===== src/rtl/bus_timer.sv =====
// bus_timer: memory-mapped 32-bit down-counting timer on the CPU bus.
// Prescaled tick, optional auto-reload, one-cycle expiry interrupt.
module bus_timer #(
    parameter int unsigned PRESCALE = 50
) (
    input  logic        clk,
    input  logic        nreset,
    input  logic [1:0]  address,
    input  logic [31:0] data,
    input  logic        we,
    input  logic        start,
    output logic        busy,
    output logic [31:0] q,
    output logic        int_out
);
    localparam int unsigned PW = (PRESCALE > 1) ? $clog2(PRESCALE) : 1;
    localparam logic [PW-1:0] PMAX = PW'(PRESCALE - 1);

    typedef enum logic [1:0] {
        S_IDLE,
        S_ACCESS,
        S_READ
    } state_e;

    state_e        state_q, state_d;
    logic [1:0]    addr_q;
    logic [31:0]   wdata_q;
    logic          we_q;
    logic          latch, apply, capture;

    logic [2:0]    ctrl_q, ctrl_d, ctrl_eff;
    logic [31:0]   reload_q, reload_d;
    logic [31:0]   count_q, count_d;
    logic          exp_q, exp_d;
    logic [PW-1:0] presc_q, presc_d;
    logic          int_q, int_d;
    logic [31:0]   q_q, rdata;

    logic          wr_ctrl, wr_reload, wr_count, wr_status;
    logic          tick, expire;

    // Bus FSM state register.
    always_ff @(posedge clk or negedge nreset) begin
        if (!nreset) state_q <= S_IDLE;
        else         state_q <= state_d;
    end

    // Bus FSM next state; start only matters in IDLE.
    always_comb begin
        state_d = state_q;
        unique case (state_q)
            S_IDLE:   if (start) state_d = S_ACCESS;
            S_ACCESS: state_d = S_READ;
            S_READ:   state_d = S_IDLE;
            default:  state_d = S_IDLE;
        endcase
    end

    // Bus FSM outputs: busy, request latch, write apply, read capture.
    always_comb begin
        busy    = (state_q != S_IDLE);
        latch   = (state_q == S_IDLE) && start;
        apply   = (state_q == S_ACCESS) && we_q;
        capture = (state_q == S_READ);
    end

    // Latch the request so the initiator may drop its signals.
    always_ff @(posedge clk or negedge nreset) begin
        if (!nreset) begin
            addr_q  <= '0;
            wdata_q <= '0;
            we_q    <= 1'b0;
        end else if (latch) begin
            addr_q  <= address;
            wdata_q <= data;
            we_q    <= we;
        end
    end

    // Register writes, prescaler, counter and expiry arbitration.
    always_comb begin
        wr_ctrl   = apply && (addr_q == 2'd0);
        wr_reload = apply && (addr_q == 2'd1);
        wr_count  = apply && (addr_q == 2'd2);
        wr_status = apply && (addr_q == 2'd3);

        tick     = ctrl_q[0] && (presc_q == PMAX);
        expire   = tick && (count_q <= 32'd1) && !wr_count;
        ctrl_eff = wr_ctrl ? wdata_q[2:0] : ctrl_q;

        presc_d = presc_q + PW'(1);
        if (wr_count || !ctrl_q[0] || tick) presc_d = '0;

        count_d = count_q;
        if (wr_count)    count_d = wdata_q;
        else if (expire) count_d = ctrl_eff[1] ? reload_q : 32'd0;
        else if (tick)   count_d = count_q - 32'd1;

        ctrl_d = ctrl_q;
        if (wr_ctrl)                   ctrl_d = wdata_q[2:0];
        else if (expire && !ctrl_q[1]) ctrl_d[0] = 1'b0;

        reload_d = wr_reload ? wdata_q : reload_q;

        exp_d = exp_q;
        if (expire)                      exp_d = 1'b1;
        else if (wr_status && wdata_q[0]) exp_d = 1'b0;

        int_d = expire && ctrl_q[2];

        rdata = '0;
        unique case (addr_q)
            2'd0:    rdata = {29'd0, ctrl_q};
            2'd1:    rdata = reload_q;
            2'd2:    rdata = count_q;
            2'd3:    rdata = {31'd0, exp_q};
            default: rdata = '0;
        endcase
    end

    // Timer state update.
    always_ff @(posedge clk or negedge nreset) begin
        if (!nreset) begin
            ctrl_q   <= '0;
            reload_q <= '0;
            count_q  <= '0;
            exp_q    <= 1'b0;
            presc_q  <= '0;
            int_q    <= 1'b0;
        end else begin
            ctrl_q   <= ctrl_d;
            reload_q <= reload_d;
            count_q  <= count_d;
            exp_q    <= exp_d;
            presc_q  <= presc_d;
            int_q    <= int_d;
        end
    end

    // Read data capture; held until the next access completes.
    always_ff @(posedge clk or negedge nreset) begin
        if (!nreset)      q_q <= '0;
        else if (capture) q_q <= rdata;
    end

    assign q       = q_q;
    assign int_out = int_q;

endmodule

===== config.mk =====
export PLATFORM = sky130hd
export DESIGN_NAME = bus_timer
export DESIGN_NICKNAME = d
export VERILOG_FILES = /design/src/rtl/bus_timer.sv
export SDC_FILE = /design/constraint.sdc
export NUM_CORES = 1
export LEC_CHECK = 0
export ABC_AREA = 1
export BUFFER_PORTS_ARGS = -buffer_cell sky130_fd_sc_hd__buf_2
export CELL_PAD_IN_SITES_DETAIL_PLACEMENT = 1
export CELL_PAD_IN_SITES_GLOBAL_PLACEMENT = 1
export CORE_UTILIZATION = 37
export DETAILED_ROUTE_END_ITERATION = 10
export HOLD_SLACK_MARGIN = 0.1
export MAX_ROUTING_LAYER = met4
export PLACE_DENSITY = 0.76
export SYNTH_ARGS = -nofsm -noshare
export SYNTH_HDL_FRONTEND = slang
export SYNTH_SLANG_ARGS = --single-unit

===== constraint.sdc =====
create_clock -name clk -period 3.1 [get_ports clk]
set_input_delay 0.31 -clock clk [delete_from_list [all_inputs] [get_ports clk]]
set_output_delay 0.31 -clock clk [all_outputs]
set_load 0.03 [all_outputs]

==> impl_metrics.csv, run 1 <==
group,metric,value,unit
sta,post-route-period-util,77.9,%
synthesis,syn_area,7670,sq um
sta,min_period,2410,ps
synthesis,yosysSeqAreaShare,47.0,%
synthesis,ys_ff_latch,144,
sta,rsz0062_at_grt,"false",
power_and_ir_drop,leakagePower,0.00470,uW
sta,hold_viol,0,
worst_setup_path,rr_worst_depth,11,
route,wirelength,22.5,mm
sta,setup_viol,0,
grt,grt_max_degree,77,
floorplan,dieWidth,146,um
placed_design,gp_congestion,0.881,
synthesis,avgSynthCellArea,7.87,sq um
worst_setup_path,critPathMaxFanout,33,
synthesis,synthDominantCellAreaShare,47.0,%
sta,maxSlewViolCount,0,
route,first_pass_iters,5,
floorplan,rows,52,
clock_network,clock-sinks,144,
route,ant_nets,0,
power_and_ir_drop,ir_drop,0.415,mV
grt,grt.total_usage,23.2,%
layout,final_cell_mix,"275 x nand2_1, 144 x inv_1, 144 x dfrtp_1, 82 x o21ai_0, 70 x buf_2",
worst_setup_path,start_kind,"flip-flop",
floorplan,die-area,21300,sq um
flow_run,cap_viol_max_count,0,
grt,antenna_found_initial,0,
grt,grt_overflow_total,0,
floorplan,die-height,146,um
route,drt-vias-per-instance,5.02,
worst_setup_path,critical_path_class,"reg -> reg",
clock_network,clock_path_buffers,2,
floorplan,core,20300,sq um
clock_network,cts_root_buffer,"clkbuf_16",
layout,nets,1115,
clock_network,cts_made_buffers,17,
worst_setup_path,cp.arrival,2740,ps
route,wire_per_inst,16.6,um
synthesis,synth_area_leaders,"dfrtp_1 47%, nand2_1 13%, inv_1 7.1%, o21ai_0 5.4%, mux2_2 4.1%",
floorplan,num_io_pins,72,
worst_hold_path,hold_class,"in -> reg",
power_and_ir_drop,fin_total_pwr,9030,uW
route,drt_iter0_drc,310,
clock_network,cts_repair_resize_count,0,
sta,worst_hold_slack,106,ps
worst_setup_path,endpoint_kind,"flip-flop",
synthesis,yosysTopAreaCell,"dfrtp_1",
power_and_ir_drop,powerDensity,976,nW/um^2
route,vias,6803,
synthesis,synth_nets,1017,
layout,n_antenna_cell,0,
clock_network,cts_tree,"built",
worst_setup_path,required,3420,ps
status,status,"completed",
grt,grt_pass1_vias,7274,
placed_design,hpwl,15.7,mm
placed_design,dpl.cell_count,1293,
clock_network,clk_pin_slew,60,ps
clock_network,cts_max_level,4,
floorplan,start_util,37.8,%
grt,grt_pass1_wl,37.9,mm
layout,layout_commonest_cell,"nand2_1",
synthesis,ys_types,36,
sta,worst_pin_slew,1000,ps
clock_network,clk_latency,430,ps
sta,slew_headroom,33.1,%
layout,drive_gt1_share,17.5,%
route,drc,0,
sta,finClkSkew,6.94,ps
layout,areaGrowthSynthToFinish,20.7,%
synthesis,synth_warnings,0,
placed_design,dp_slack,782,ps
worst_hold_path,hold_path_depth,3,
sta,max_freq,414,MHz
sta,setup_slack,685,ps
placed_design,io_buffers,71,
layout,fin_cells,1356,
synthesis,synthCells,975,
sta,finalSetupTns,0,ps
==> area by class of cell <==
type,instances,area (sq um)
Fill cell,2520,11000
Sequential cell,144,3600
Multi-Input combinational cell,645,3310
Timing Repair Buffer,116,827
Inverter,149,564
Clock buffer,19,453
Tap cell,270,338
Clock inverter,13,161
==> critical path: stages, from the launching register on <==
cell,delay (ps)
dfrtp_1,420
inv_1,130
ha_1,390
nand2_4,130
nor2_4,190
nand2_4,90
nand2_4,110
nand2_4,260
clkinv_4,270
o21ai_0,150
nand3_1,100
nand2_1,50
==> power breakdown <==
group / switching, uW / leakage (uW) / internal (uW) / total, uW
Sequential: 520 / 0.00188 / 2540 / 3060
Combinational: 2590 / 0.00253 / 1220 / 3800
Clock: 857 / 0.000291 / 1310 / 2160
Total: 3970 / 0.00470 / 5060 / 9030
==> metal layers <==
layer  up-vias  GRT usage, %  wire [um]  share of wire (%)
li1       3300             -          -                  -
met1      3361          29.7      10800                 48
met2       109          37.6      10700                 48
met3        33          3.17        537                2.4
met4         0          8.37        476                2.1
met5         -             -          0                  0
==> path summary, 6_finish.rpt <==
kind | startpoint | slack [ps] | end
worst min-delay path | data[19] | 110 | wdata_q[19]
worst max-delay path | count_q[0] | 690 | count_q[14]
worst max register to register | count_q[0] | 690 | count_q[14]
max in group asynchronous | nreset | 1780 | wdata_q[18]
worst min register to register | q[2] | 480 | q[2]
min in group asynchronous | nreset | 480 | wdata_q[26]
==> cell usage after synthesis <==
library cell / instances
nand2_2: 7
nand3_2: 1
a21oi_1: 5
buf_6: 5
o21bai_1: 3
ha_1: 4
mux2_2: 28
nor3_1: 4
nor2_4: 6
nand3_1: 56
o21ai_2: 5
clkbuf_1: 16
o21ai_0: 82
xor2_1: 12
nor2_8: 1
nor2_2: 12
nand2_1: 275
dfrtp_1: 144
o22ai_1: 48
nor3b_1: 2
buf_4: 1
xnor2_1: 1
o21ai_1: 2
nor2_1: 65
o41ai_1: 1
buf_2: 14
nand2_4: 6
nand3b_2: 1
clkinv_4: 1
nand4_1: 15
a211oi_1: 1
or2_2: 1
o221ai_1: 1
inv_2: 3
inv_1: 145
buf_1: 1
==> per-stage QoR <==
stage | area, sq um | util, %
2_1_floorplan | 7670 | -
3_3_place_gp | 8330 | 41.0
3_5_place_dp | 8330 | 41.0
4_1_cts | 9260 | 45.6
5_1_grt | 9260 | 45.6
6_report | 9260 | 45.6
==> logic make-up after synthesis <==
group	Yosys count	share of synthesized area, %
multiplexers	28	4.11
flip-flops	144	47.0
XOR/XNOR	13	1.48
adder cells (fa/ha/maj)	4	0.653
buffers and inverters	186	9.94
AO/OA/AOI/OAI	148	10.9
AND/OR/NAND/NOR	452	25.9
==> sequential cells by signal, summed over array words and instances, names as in the netlist, 2 cells and up <==
signal,count
presc_q,6
wdata_q,32
state_q,2
q,32
count_q,32
reload_q,32
addr_q,2
ctrl_q,3
==> timing repair <==
item | CTS | global route
endpoints found under the setup margin | 0 | 0
endpoints found under the hold margin | 104 | 0
hold buffers | 31 | 0
setup buffers | 0 | 0
Power figures use the tool's default switching activity.
==> inputs of run 2 (changes only) <==
==> constraint.sdc (replaced) <==
create_clock -name clk -period 2.3 [get_ports clk]
set_input_delay 0.23 -clock clk [delete_from_list [all_inputs] [get_ports clk]]
set_output_delay 0.23 -clock clk [all_outputs]
set_load 0.03 [all_outputs]
==> impl_metrics.csv, run 2 (synthesis results as in run 1) <==
group,metric,value,unit
sta,post-route-period-util,91.6,%
floorplan,die-height,146,um
floorplan,start_util,37.8,%
placed_design,place_area,8440,sq um
route,wirelength,23.1,mm
clock_network,clk_latency,430,ps
status,status,"completed",
clock_network,clock_path_buffers,2,
sta,setup_viol,0,
worst_setup_path,cp.arrival,2410,ps
grt,grt.total_usage,24.1,%
clock_network,clk_pin_slew,60,ps
worst_setup_path,required,2610,ps
route,first_pass_iters,4,
worst_hold_path,hold_class,"in -> reg",
sta,rsz0062_at_grt,"false",
worst_setup_path,critical_path_class,"reg -> reg",
route,ant_nets,0,
grt,grt_overflow_total,0,
route,vias,6935,
floorplan,num_io_pins,72,
power_and_ir_drop,combPwrFrac,43.3,%
layout,fin_area,9370,sq um
power_and_ir_drop,ir_drop,0.686,mV
clock_network,cts_repair_resize_count,0,
sta,finClkSkew,9.03,ps
floorplan,die-area,21300,sq um
layout,fillers,2527,
clock_network,cts_setup_buffers,0,
sta,min_period,2110,ps
layout,final_core_util,46.2,%
route,drt-vias-per-instance,5.05,
sta,worst_pin_slew,587,ps
floorplan,core,20300,sq um
layout,drive_gt1_share,18.4,%
layout,nets,1134,
grt,grt_max_degree,65,
sta,maxSlewViolCount,0,
placed_design,gp_congestion,0.905,
grt,antenna_found_initial,0,
worst_setup_path,endpoint_kind,"flip-flop",
sta,slew_headroom,60.9,%
layout,areaGrowthSynthToFinish,22.2,%
power_and_ir_drop,seqPwrFrac,34.0,%
floorplan,rows,52,
layout,layout_commonest_cell,"nand2_1",
power_and_ir_drop,switching_share,44.0,%
placed_design,io_buffers,71,
power_and_ir_drop,power.switching,5350,uW
floorplan,dieWidth,146,um
placed_design,hpwl,16.2,mm
grt,grt_pass1_wl,39.1,mm
sta,hold_viol,0,
grt,grt_pass1_vias,7545,
clock_network,cts_max_level,4,
layout,final_cell_mix,"275 x nand2_1, 144 x inv_1, 144 x dfrtp_1, 82 x o21ai_0, 70 x buf_2",
clock_network,cts_made_buffers,17,
sta,finalSetupTns,0,ps
clock_network,clock-sinks,144,
power_and_ir_drop,p_int,6800,uW
flow_run,cap_viol_max_count,0,
worst_setup_path,start_kind,"flip-flop",
power_and_ir_drop,p_clk_share,22.7,%
clock_network,cts_root_buffer,"clkbuf_16",
worst_setup_path,critPathMaxFanout,16,
layout,n_antenna_cell,0,
sta,max_freq,475,MHz
worst_setup_path,ff2ff_setup_slack,190,ps
route,drc,0,
route,wire_per_inst,16.8,um
route,drt_iter0_drc,428,
power_and_ir_drop,fin_total_pwr,12100,uW
power_and_ir_drop,leakagePower,0.00478,uW
power_and_ir_drop,powerDensity,1300,nW/um^2
clock_network,cts_tree,"built",
-- run 2: final cells by class --
cell class | instances | area (sq um) | share of cell area, %
flip-flops and latches | 144 | 3600 | 38.4
inverters | 149 | 564 | 6.02
well taps | 270 | 338 | 3.60
repair buffers | 135 | 982 | 10.5
clock buffers | 18 | 439 | 4.68
multi-input cells | 645 | 3310 | 35.3
clock inverters | 13 | 139 | 1.48
-- run 2: worst paths after layout --
path | from | to | cells past startpoint
worst max-delay path | addr_q[1] | count_q[15] | 9
worst min-delay path | start | wdata_q[6] | 5
worst max register to register | addr_q[1] | count_q[15] | 9
worst min register to register | wdata_q[18] | reload_q[18] | 2
max in group asynchronous | nreset | wdata_q[30] | 3
min in group asynchronous | nreset | q[25] | 2
-- run 2: metal layers --
metal	routed length [um]	track usage (%)	up-vias
li1	-	-	3337
met1	10800	30.2	3443
met2	11200	39.8	127
met3	684	4.11	28
met4	404	6.84	0
met5	0	-	-
-- run 2: worst max-delay path: stages, from the launching register on --
cell and delay, ps:
dfrtp_1 420, inv_1 180, nor2_4 60, nand2_2 270, nand2_4 120, nor2_8 180
nand2_4 160, buf_4 250, o21ai_0 240, o21bai_1 100
-- run 2: repair_timing --
| action | CTS | global route |
|---|---|---|
| hold endpoints to repair | 86 | 0 |
| setup endpoints to repair | 0 | 0 |
| hold buffers | 36 | 0 |
-- run 2: through the flow --
step | hold WS (ps) | setup slack, ps | std cells
after CTS | 298 | 202 | 1374
after global routing | 341 | 91.3 | 1374
after floorplan | -65.6 | 562 | 975
after global placement | 251 | 372 | 1307
after detailed placement | 254 | 271 | 1307
final | 307 | 193 | 1374
-- run 2: power by group through the flow --
stage / combinational (uW) / sequential (uW) / clock, uW
final: 5260 / 4130 / 2760
after global routing: 5910 / 4240 / 2910
after CTS: 5290 / 4120 / 2800
after detailed placement: 5180 / 4150 / 0
after global placement: 5050 / 4120 / 0
after floorplan: 3220 / 4390 / 0
==> inputs of run 3 (changes only) <==
--- a/config.mk
+++ b/config.mk
@@ -7,13 +7,14 @@
 export LEC_CHECK = 0
 export ABC_AREA = 1
 export BUFFER_PORTS_ARGS = -buffer_cell sky130_fd_sc_hd__buf_2
+export CAP_MARGIN = 5
 export CELL_PAD_IN_SITES_DETAIL_PLACEMENT = 1
 export CELL_PAD_IN_SITES_GLOBAL_PLACEMENT = 1
-export CORE_UTILIZATION = 37
+export CORE_UTILIZATION = 44
 export DETAILED_ROUTE_END_ITERATION = 10
 export HOLD_SLACK_MARGIN = 0.1
 export MAX_ROUTING_LAYER = met4
-export PLACE_DENSITY = 0.76
+export PLACE_DENSITY = 0.86
 export SYNTH_ARGS = -nofsm -noshare
 export SYNTH_HDL_FRONTEND = slang
 export SYNTH_SLANG_ARGS = --single-unit
==> impl_metrics.csv, run 3 (synthesis results as in run 1) <==
group,metric,value,unit
sta,post-route-period-util,90.7,%
grt,grt_pass1_wl,38.7,mm
power_and_ir_drop,ir_drop,0.738,mV
clock_network,cts_repair_resize_count,0,
clock_network,cts_made_buffers,17,
floorplan,die-area,18000,sq um
floorplan,die-height,134,um
grt,antenna_found_initial,0,
layout,layout_commonest_cell,"nand2_1",
placed_design,io_buffers,71,
route,drt_iter0_drc,354,
flow_run,cap_viol_max_count,0,
status,status,"completed",
layout,areaGrowthSynthToFinish,21.7,%
worst_setup_path,cp.arrival,2400,ps
worst_setup_path,endpoint_kind,"flip-flop",
grt,grt.total_usage,28.6,%
route,first_pass_iters,4,
sta,worst_pin_slew,628,ps
floorplan,rows,47,
clock_network,clock_path_buffers,2,
layout,n_antenna_cell,0,
floorplan,core,16800,sq um
worst_setup_path,crit_slowest_cell,"dfrtp_1",
clock_network,clock-sinks,144,
route,wirelength,23.4,mm
clock_network,cts_tree,"built",
route,ant_nets,0,
worst_setup_path,crit_top_cell,"nand2_4",
clock_network,cts_root_buffer,"clkbuf_16",
sta,finalSetupTns,0,ps
sta,hold_viol,0,
floorplan,dieWidth,134,um
sta,slew_headroom,58.1,%
worst_setup_path,critical_path_class,"reg -> reg",
sta,min_period,2090,ps
clock_network,cts_setup_buffers,0,
worst_hold_path,hold_class,"in -> reg",
grt,grt_overflow_total,0,
sta,finClkSkew,11.7,ps
worst_setup_path,path_cells,"inv_1 > ha_1 > nand2_4 > nor2_4 > nand2_4 > nand2_4 > nand2_4 > buf_4 > o21ai_2 > inv_1 > nand2_1 > nand2_1",
worst_setup_path,critPathMaxFanout,17,
grt,grt_max_degree,63,
sta,rsz0062_at_grt,"false",
power_and_ir_drop,leakagePower,0.00479,uW
layout,nets,1135,
floorplan,start_util,45.6,%
floorplan,num_io_pins,72,
clock_network,cts_max_level,4,
layout,drive_gt1_share,18.2,%
placed_design,gp_congestion,0.903,
power_and_ir_drop,fin_total_pwr,12200,uW
route,drt-vias-per-instance,5.33,
clock_network,clk_pin_slew,60,ps
sta,max_freq,479,MHz
clock_network,cts-hold-fix-buffers,36,
route,drc,0,
worst_setup_path,start_kind,"flip-flop",
worst_setup_path,slowest_delay,370,ps
sta,setup_viol,0,
placed_design,hpwl,16.0,mm
grt,grt_pass1_vias,7609,
power_and_ir_drop,powerDensity,1310,nW/um^2
worst_setup_path,required,2610,ps
sta,maxSlewViolCount,0,
layout,fillers,2080,
clock_network,clk_latency,430,ps
layout,final_cell_mix,"275 x nand2_1, 144 x inv_1, 144 x dfrtp_1, 82 x o21ai_0, 70 x buf_2",
route,wire_per_inst,17.6,um
route,vias,7064,
## run 3: layer usage
| layer | part of all wire [%] | track usage [%] | routed length [um] |
|---|---|---|---|
| met5 | 0 | - | 0 |
| met4 | 1.8 | 9.74 | 420 |
| met3 | 3.7 | 5.10 | 870 |
| met2 | 50 | 47.2 | 11700 |
| met1 | 44 | 35.3 | 10400 |
## run 3: final cells by class
cell class	instances	area, sq um	share of cell area [%]
inverters	149	564	6.05
clock inverters	10	138	1.48
flip-flops and latches	144	3600	38.6
well taps	220	275	2.95
multi-input cells	645	3310	35.5
repair buffers	136	990	10.6
clock buffers	21	450	4.83
## run 3: final timing paths
| path | startpoint | to | slack, ps | depth (start not counted) |
|---|---|---|---|---|
| min in group asynchronous | nreset | count_q[28] | 390 | 2 |
| worst min register to register | q[0] | q[0] | 480 | 2 |
| worst min-delay path | start | wdata_q[2] | 310 | 5 |
| worst max register to register | count_q[1] | count_q[27] | 210 | 12 |
| max in group asynchronous | nreset | reload_q[26] | 1310 | 3 |
| worst max-delay path | count_q[1] | count_q[27] | 210 | 12 |
## run 3: worst max-delay path: cells and delay by family, from the launching register on
| kind | cells | cell delay (ps) |
|---|---|---|
| AOI/OAI and AO/OA | 1 | 110 |
| adders and majority gates | 1 | 260 |
| buffers and inverters | 3 | 440 |
| DFF | 1 | 370 |
| and+or+nand+nor | 7 | 790 |
## run 3: power by group
part | switching (uW) | internal (uW)
registers | 720 | 3420
logic | 3550 | 1730
clock network | 1090 | 1730
total | 5370 | 6880
## run 3: per-stage QoR
step | cells | hold WS (ps) | setup WS (ps) | area [sq um] | utilization [%]
3_5_place_dp | 1258 | 276 | 272 | 8380 | 49.8
5_1_grt | 1325 | 334 | 58.3 | 9330 | 55.5
4_1_cts | 1325 | 302 | 229 | 9330 | 55.5
3_3_place_gp | 1258 | 274 | 324 | 8380 | 49.8
6_report | 1325 | 312 | 214 | 9330 | 55.5
2_1_floorplan | 975 | -65.6 | 562 | 7670 | -
